## config.mk

```make
export PLATFORM = sky130hd
export DESIGN_NAME = vp_sync_ctrl_flat
export DESIGN_NICKNAME = d
export VERILOG_FILES = /design/src/rtl/vp_pkg.sv /design/src/rtl/vp_sync_ctrl_if.sv /design/src/rtl/sync_delay_line.sv /design/src/rtl/vp_sync_ctrl.sv /design/src/flat_wrapper.sv
export SDC_FILE = /design/constraint.sdc
export NUM_CORES = 1
export LEC_CHECK = 0
export ABC_CLOCK_PERIOD_IN_PS = 2200
export CORE_MARGIN = 4
export CORE_UTILIZATION = 50
export CTS_CLUSTER_SIZE = 20
export DETAILED_ROUTE_END_ITERATION = 12
export GPL_ROUTABILITY_DRIVEN = 0
export HOLD_SLACK_MARGIN = 0.15
export PLACE_DENSITY = 0.85
export SETUP_SLACK_MARGIN = 0.5
export SLEW_MARGIN = 20
export SYNTH_ARGS = -nofsm -noshare
export SYNTH_HDL_FRONTEND = slang
export SYNTH_SLANG_ARGS = --single-unit
```

## constraint.sdc

```tcl
create_clock -name clk -period 2.2 [get_ports clk]
set_input_delay 0.44 -clock clk [delete_from_list [all_inputs] [get_ports clk]]
set_output_delay 0.44 -clock clk [all_outputs]
set_load 0.03 [all_outputs]
```

## src/rtl/vp_pkg.sv

```systemverilog
// Shared types and helpers for the video-pipeline sync controller.
// State encoding and the width function used to size the pixel position counters.
package vp_pkg;

  typedef enum logic [1:0] {
    ST_IDLE   = 2'd0,
    ST_SYNC   = 2'd1,
    ST_LINE   = 2'd2,
    ST_HBLANK = 2'd3
  } state_t;

  localparam int SYNC_W = 3;

  // Bits needed to index 0..value-1; never returns less than 1 so ports stay legal.
  function automatic int clog2(input int value);
    int r;
    r = 0;
    for (int i = 0; i < 31; i++) begin
      if ((1 << i) < value) begin
        r = i + 1;
      end
    end
    return (r < 1) ? 1 : r;
  endfunction

endpackage

```

## src/rtl/vp_sync_ctrl_if.sv

```systemverilog
// Sync/enable bundle of the RGB->YCbCr pixel pipeline timing controller.
// The master drives raw video timing; the slave returns the aligned, qualified timing.
interface vp_sync_ctrl_if
  import vp_pkg::*;
#(
  parameter int H_ACTIVE = 64,
  parameter int V_ACTIVE = 64
) ();

  localparam int XW = clog2(H_ACTIVE);
  localparam int YW = clog2(V_ACTIVE);

  logic          in_de;
  logic          in_hsync;
  logic          in_vsync;
  logic          out_de;
  logic          out_hsync;
  logic          out_vsync;
  logic [XW-1:0] out_x;
  logic [YW-1:0] out_y;
  logic          sof;
  logic          eol;
  logic          eof;
  logic          line_err;
  logic          frame_err;

  modport master (
    output in_de, in_hsync, in_vsync,
    input  out_de, out_hsync, out_vsync, out_x, out_y,
    input  sof, eol, eof, line_err, frame_err
  );

  modport slave (
    input  in_de, in_hsync, in_vsync,
    output out_de, out_hsync, out_vsync, out_x, out_y,
    output sof, eol, eof, line_err, frame_err
  );

endinterface

```

## src/rtl/sync_delay_line.sv

```systemverilog
// Fixed-depth shift register for the sync/enable bundle.
// All stages clear on reset so no stale timing survives into the next frame.
module sync_delay_line #(
  parameter int N     = 3,
  parameter int DEPTH = 4
) (
  input  logic         clk,
  input  logic         rst,
  input  logic [N-1:0] din,
  output logic [N-1:0] dout
);

  logic [N-1:0] stage_reg [DEPTH];

  always_ff @(posedge clk) begin
    if (rst) begin
      for (int i = 0; i < DEPTH; i++) begin
        stage_reg[i] <= '0;
      end
    end else begin
      stage_reg[0] <= din;
      for (int i = 1; i < DEPTH; i++) begin
        stage_reg[i] <= stage_reg[i-1];
      end
    end
  end

  assign dout = stage_reg[DEPTH-1];

endmodule

```

## src/rtl/vp_sync_ctrl.sv

```systemverilog
// Timing controller for the fixed-latency RGB->YCbCr pipeline: delays sync/enable,
// tracks pixel position, gates partial frames and flags malformed lines/frames.
module vp_sync_ctrl
  import vp_pkg::*;
#(
  parameter int LATENCY  = 5,
  parameter int H_ACTIVE = 64,
  parameter int V_ACTIVE = 64
) (
  input logic           clk,
  input logic           rst,
  vp_sync_ctrl_if.slave bus
);

  localparam int XW = clog2(H_ACTIVE);
  localparam int YW = clog2(V_ACTIVE);
  localparam logic [XW-1:0] X_LAST = XW'(H_ACTIVE - 1);
  localparam logic [YW-1:0] Y_LAST = YW'(V_ACTIVE - 1);

  logic [SYNC_W-1:0] d_bus;
  logic              d_vs;
  logic              d_hs;
  logic              d_de;
  logic              vs_prev_reg;
  logic              vs_rise;

  state_t            state_reg;
  state_t            state_next;
  logic [XW-1:0]     x_reg;
  logic [XW-1:0]     x_next;
  logic [YW-1:0]     y_reg;
  logic [YW-1:0]     y_next;
  logic              full_reg;
  logic              full_next;
  logic              lerr_done_reg;
  logic              lerr_done_next;

  logic              emit;
  logic [XW-1:0]     emit_x;
  logic [YW-1:0]     emit_y;
  logic              sof_next;
  logic              eol_next;
  logic              eof_next;
  logic              lerr_next;
  logic              ferr_next;

  logic              de_reg;
  logic              hs_reg;
  logic              vs_reg;
  logic [XW-1:0]     x_out_reg;
  logic [YW-1:0]     y_out_reg;
  logic              sof_reg;
  logic              eol_reg;
  logic              eof_reg;
  logic              lerr_reg;
  logic              ferr_reg;

  // The delay line supplies LATENCY-1 stages; the output registers below are the last one.
  sync_delay_line #(
    .N     (SYNC_W),
    .DEPTH (LATENCY - 1)
  ) u_delay (
    .clk  (clk),
    .rst  (rst),
    .din  ({bus.in_vsync, bus.in_hsync, bus.in_de}),
    .dout (d_bus)
  );

  assign d_vs    = d_bus[2];
  assign d_hs    = d_bus[1];
  assign d_de    = d_bus[0];
  assign vs_rise = d_vs & ~vs_prev_reg;

  always_ff @(posedge clk) begin
    if (rst) begin
      state_reg     <= ST_IDLE;
      x_reg         <= '0;
      y_reg         <= '0;
      full_reg      <= 1'b0;
      lerr_done_reg <= 1'b0;
      vs_prev_reg   <= 1'b0;
    end else begin
      state_reg     <= state_next;
      x_reg         <= x_next;
      y_reg         <= y_next;
      full_reg      <= full_next;
      lerr_done_reg <= lerr_done_next;
      vs_prev_reg   <= d_vs;
    end
  end

  always_comb begin
    state_next     = state_reg;
    x_next         = x_reg;
    y_next         = y_reg;
    full_next      = full_reg;
    lerr_done_next = lerr_done_reg;
    emit           = 1'b0;
    emit_x         = x_reg;
    emit_y         = y_reg;
    sof_next       = 1'b0;
    lerr_next      = 1'b0;
    ferr_next      = 1'b0;

    if (vs_rise) begin
      // Lines completed since sof: y in mid-line, y+1 once the line has closed.
      ferr_next      = (state_reg == ST_LINE) ||
                       ((state_reg == ST_HBLANK) && (y_reg != Y_LAST));
      x_next         = '0;
      y_next         = '0;
      full_next      = 1'b0;
      lerr_done_next = 1'b0;
      if (d_de) begin
        emit       = 1'b1;
        emit_x     = '0;
        emit_y     = '0;
        sof_next   = 1'b1;
        state_next = ST_LINE;
      end else begin
        state_next = ST_SYNC;
      end
    end else begin
      case (state_reg)
        ST_IDLE: begin
        end
        ST_SYNC: begin
          if (d_de) begin
            emit       = 1'b1;
            emit_x     = '0;
            emit_y     = '0;
            sof_next   = 1'b1;
            state_next = ST_LINE;
          end
        end
        ST_LINE: begin
          if (d_de) begin
            if (!full_reg) begin
              emit = 1'b1;
            end else if (!lerr_done_reg) begin
              lerr_next      = 1'b1;
              lerr_done_next = 1'b1;
            end
          end else begin
            lerr_next  = ~full_reg;
            state_next = ST_HBLANK;
          end
        end
        ST_HBLANK: begin
          if (d_de) begin
            if (y_reg != Y_LAST) begin
              emit           = 1'b1;
              emit_x         = '0;
              emit_y         = y_reg + 1'b1;
              y_next         = y_reg + 1'b1;
              lerr_done_next = 1'b0;
              state_next     = ST_LINE;
            end else begin
              ferr_next  = 1'b1;
              state_next = ST_IDLE;
            end
          end
        end
        default: state_next = ST_IDLE;
      endcase
    end

    // x saturates on the last column; further pixels on the line are dropped.
    if (emit) begin
      if (emit_x == X_LAST) begin
        x_next    = emit_x;
        full_next = 1'b1;
      end else begin
        x_next    = emit_x + 1'b1;
        full_next = 1'b0;
      end
    end
  end

  assign eol_next = emit && (emit_x == X_LAST);
  assign eof_next = eol_next && (emit_y == Y_LAST);

  always_ff @(posedge clk) begin
    if (rst) begin
      de_reg    <= 1'b0;
      hs_reg    <= 1'b0;
      vs_reg    <= 1'b0;
      x_out_reg <= '0;
      y_out_reg <= '0;
      sof_reg   <= 1'b0;
      eol_reg   <= 1'b0;
      eof_reg   <= 1'b0;
      lerr_reg  <= 1'b0;
      ferr_reg  <= 1'b0;
    end else begin
      de_reg    <= emit;
      hs_reg    <= d_hs;
      vs_reg    <= d_vs;
      if (emit) begin
        x_out_reg <= emit_x;
        y_out_reg <= emit_y;
      end
      sof_reg   <= sof_next;
      eol_reg   <= eol_next;
      eof_reg   <= eof_next;
      lerr_reg  <= lerr_next;
      ferr_reg  <= ferr_next;
    end
  end

  assign bus.out_de    = de_reg;
  assign bus.out_hsync = hs_reg;
  assign bus.out_vsync = vs_reg;
  assign bus.out_x     = x_out_reg;
  assign bus.out_y     = y_out_reg;
  assign bus.sof       = sof_reg;
  assign bus.eol       = eol_reg;
  assign bus.eof       = eof_reg;
  assign bus.line_err  = lerr_reg;
  assign bus.frame_err = ferr_reg;

endmodule

```

## src/flat_wrapper.sv

```systemverilog
// flat-port wrapper written by rule: the top's interface ports become plain ports
module vp_sync_ctrl_flat import vp_pkg::*;
#(
  parameter int LATENCY  = 5,
  parameter int H_ACTIVE = 64,
  parameter int V_ACTIVE = 64
)
  (clk, rst, bus_in_de, bus_in_hsync, bus_in_vsync, bus_out_de, bus_out_hsync, bus_out_vsync, bus_out_x, bus_out_y, bus_sof, bus_eol, bus_eof, bus_line_err, bus_frame_err);
  vp_sync_ctrl_if #(.H_ACTIVE(H_ACTIVE), .V_ACTIVE(V_ACTIVE)) bus_i ();
  input logic clk;
  input logic rst;
  input wire logic [$bits(bus_i.in_de)-1:0] bus_in_de;
  input wire logic [$bits(bus_i.in_hsync)-1:0] bus_in_hsync;
  input wire logic [$bits(bus_i.in_vsync)-1:0] bus_in_vsync;
  output wire logic [$bits(bus_i.out_de)-1:0] bus_out_de;
  output wire logic [$bits(bus_i.out_hsync)-1:0] bus_out_hsync;
  output wire logic [$bits(bus_i.out_vsync)-1:0] bus_out_vsync;
  output wire logic [$bits(bus_i.out_x)-1:0] bus_out_x;
  output wire logic [$bits(bus_i.out_y)-1:0] bus_out_y;
  output wire logic [$bits(bus_i.sof)-1:0] bus_sof;
  output wire logic [$bits(bus_i.eol)-1:0] bus_eol;
  output wire logic [$bits(bus_i.eof)-1:0] bus_eof;
  output wire logic [$bits(bus_i.line_err)-1:0] bus_line_err;
  output wire logic [$bits(bus_i.frame_err)-1:0] bus_frame_err;
  assign bus_i.in_de = bus_in_de;
  assign bus_i.in_hsync = bus_in_hsync;
  assign bus_i.in_vsync = bus_in_vsync;
  assign bus_out_de = bus_i.out_de;
  assign bus_out_hsync = bus_i.out_hsync;
  assign bus_out_vsync = bus_i.out_vsync;
  assign bus_out_x = bus_i.out_x;
  assign bus_out_y = bus_i.out_y;
  assign bus_sof = bus_i.sof;
  assign bus_eol = bus_i.eol;
  assign bus_eof = bus_i.eof;
  assign bus_line_err = bus_i.line_err;
  assign bus_frame_err = bus_i.frame_err;
  vp_sync_ctrl #(.LATENCY(LATENCY), .H_ACTIVE(H_ACTIVE), .V_ACTIVE(V_ACTIVE)) u_core (.clk(clk), .rst(rst), .bus(bus_i));
endmodule
```

==> impl_metrics.yaml <==
logic_synthesis:
  syn_avg_cell_area_um2: 8.47
  synth_edf_count: 0
  async_flop_share: 0
  synthFlopType: "dfxtp_1"
  netlist_instances: 263
  synth_area_um2: 2230
  syn-num-nets: 270
  yosysWarnings: 0
  synth_cell_types: 54
  ys_seq_area_frac: 0.431
  synth_seq_cells: 48
critical_path:
  cpPeakStageDelay_ns: 0.37
  crit_fanout: 3
  path_buf_inv: 1
  crit_type: "flop to flop"
  critPathMostFrequentCell: "ha_4"
  worstSetupStartpointType: "flop"
  critical-path-top-delay-family: "compound AO/OA/AOI/OAI gates"
  crit_slowest_cell: "dfxtp_4"
  critPathArrivalTime_ns: 2.39
  cp-end-kind: "flop"
  path_cells: "ha_4 > nand3_4 > o211ai_4 > nand3_2 > inv_2 > ha_4 > and4_4 > nand2_4 > a211o_1 > a21oi_2 > nor4_2"
  cp.required_ns: 2.40
flow_run:
  drv_cap: 0
global_route:
  grt_busiest_layer: "met2"
  grt_pass1_wl_mm: 9.58
  grt.met2_usage: 0.357
  grt_pass1_vias: 2049
  met1_usage: 0.281
  grt.total_usage: 0.223
  grt_overflow_total: 0
  grt_start_max_net_pins: 22
  gr-usage-met3: 0.0441
  antenna_found_initial: 0
timing:
  min_period_ns: 2.18
  timing.fmax_mhz: 458
  period_share: 0.993
  rsz0062_at_grt: "true"
  drv_slew: 0
  setup_ws_ns: 0.0162
  fin_skew_ns: 0.00459
  report.final.setup_viol: 0
  whs_ns: 0.444
  relSlewSlack: 0.721
  hold_viol_final: 0
  tightest_slew_ns: 0.418
clock_network:
  clock_latency_ns: 0.31
  numCtsBuffers: 5
  hold_buffers: 0
  clockRootBuffer: "clkbuf_8"
  clock_sinks: 48
  cts_tree: "done"
  htreeDepth: 2
  clk_pin_slew_ns: 0.09
  cts_buffer_depth: 2
finish:
  multi_input_area_um2: 1320
  drive_above_1_share: 0.265
  area.growth.synth_to_final_pct: 34.7
  largest_reg_flops: 12
  regArea_um2: 985
  nNetsFinal: 319
  fillerInstances: 351
  num_antenna_cells: 0
  utilization: 0.694
  instances_no_fill: 365
routing:
  dr.pass1.iters: 5
  drtAntennaViolNets: 0
  wl_per_cell_um: 18.0
  vias: 2235
  dr.first_iter.drc_count: 349
  drc: 0
  vias_per_cell: 6.12
  wl_mm: 6.55
placement:
  place_inst: 344
  dpl_worst_slack_ns: 0.0736
  portBuffers: 24
  dp_hpwl_mm: 3.77
pwr:
  p_leak_uw: 0.00121
  pwr_density_cell_nw_per_um2: 503
  ir_drop_v: 0.000425
  p_total_uw: 1510
die:
  die_w_um: 74.7
  io_pins: 25
  num_rows: 24
  die_h_um: 74.7
  core_area_um2: 4320
  dieArea_um2: 5590
  start_util: 0.515
status:
  status: "finished, final reports clean"
min_path:
  min_path_type: "flop to flop"
-- stage by stage --
stage	setup TNS [ns]	instance area [um^2]
after floorplan	0	2270
after global placement	0	2660
after detailed placement	0	2660
after CTS	0	2820
after global routing	-0.0573	3000
final	0	3000
-- placed cells by master, fill, tap and decap left out, drive strengths merged, types with 10 or more instances in the layout --
| cell type | instances |
|---|---|
| dfxtp | 48 |
| buf | 35 |
| nor2 | 30 |
| nand2 | 26 |
| dlygate4sd2 | 20 |
| nor2b | 17 |
| a21oi | 13 |
| nor3 | 11 |
| nand3 | 10 |
-- Yosys cell counts, types with 4 or more instances --
master,number,share of area
nand2_1,26,0.044
nor2b_1,17,0.048
clkbuf_1,8,0.013
o21ai_0,6,0.013
nor2_1,30,0.051
and3_1,7,0.020
a21oi_1,13,0.029
nor4_1,6,0.017
nand3_1,9,0.020
buf_2,6,0.013
dfxtp_1,48,0.43
a22oi_1,5,0.017
a211oi_1,5,0.017
nor3_1,11,0.025
inv_1,6,0.010
a31oi_1,4,0.011
-- worst reg2reg max path, cell delays in order (launching register included) --
cell and delay [ns]:
dfxtp_4 0.37, ha_4 0.15, nand3_4 0.09, o211ai_4 0.24, nand3_2 0.12, inv_2 0.09, ha_4 0.14, and4_4 0.25
nand2_4 0.06, a211o_1 0.32, a21oi_2 0.17, nor4_2 0.06
-- per-layer routing --
metal | part of all wire | up-vias
met4 | 0.035 | 0
met5 | 0 | -
li1 | - | 1055
met1 | 0.40 | 1069
met3 | 0.056 | 20
met2 | 0.51 | 91
-- cell type report --
cell class | instances | area share
Clock buffer | 5 | 0.0229
Clock inverter | 3 | 0.00751
Inverter | 6 | 0.00751
Multi-Input combinational cell | 192 | 0.440
Sequential cell | 48 | 0.328
Tap cell | 52 | 0.0217
Timing Repair Buffer | 59 | 0.172
-- where the power goes --
part | switching, uW | internal [uW] | leakage [uW] | total [uW]
registers | 10.4 | 874 | 0.000394 | 884
logic | 36.8 | 30.7 | 0.000764 | 67.5
clock network | 328 | 228 | 0.0000485 | 557
-- what timing repair did --
action	in CTS	in global routing
endpoints found under the setup margin	41	21
setup buffers	6	7
resized for setup	38	30
hold endpoints to repair	0	0
pin swaps	16	14
-- cell families after synthesis --
logic type	share of synthesized area
compound gates	0.194
flops	0.431
fa+ha+maj	0.0112
mux	0.0135
simple gates	0.299
xor+xnor	0.00393
buf+inv	0.0472
-- final timing paths --
kind	startpoint	end	slack [ns]	depth (start not counted)
min	u_core.u_delay.stage_reg[1][0]	u_core.u_delay.stage_reg[2][0]	0.44	1
max	u_core.y_reg[1]	u_core.x_reg[0]	0.02	11
min reg2reg	u_core.u_delay.stage_reg[1][0]	u_core.u_delay.stage_reg[2][0]	0.44	1
max reg2reg	u_core.y_reg[1]	u_core.x_reg[0]	0.02	11
Power figures use the tool's default switching activity.
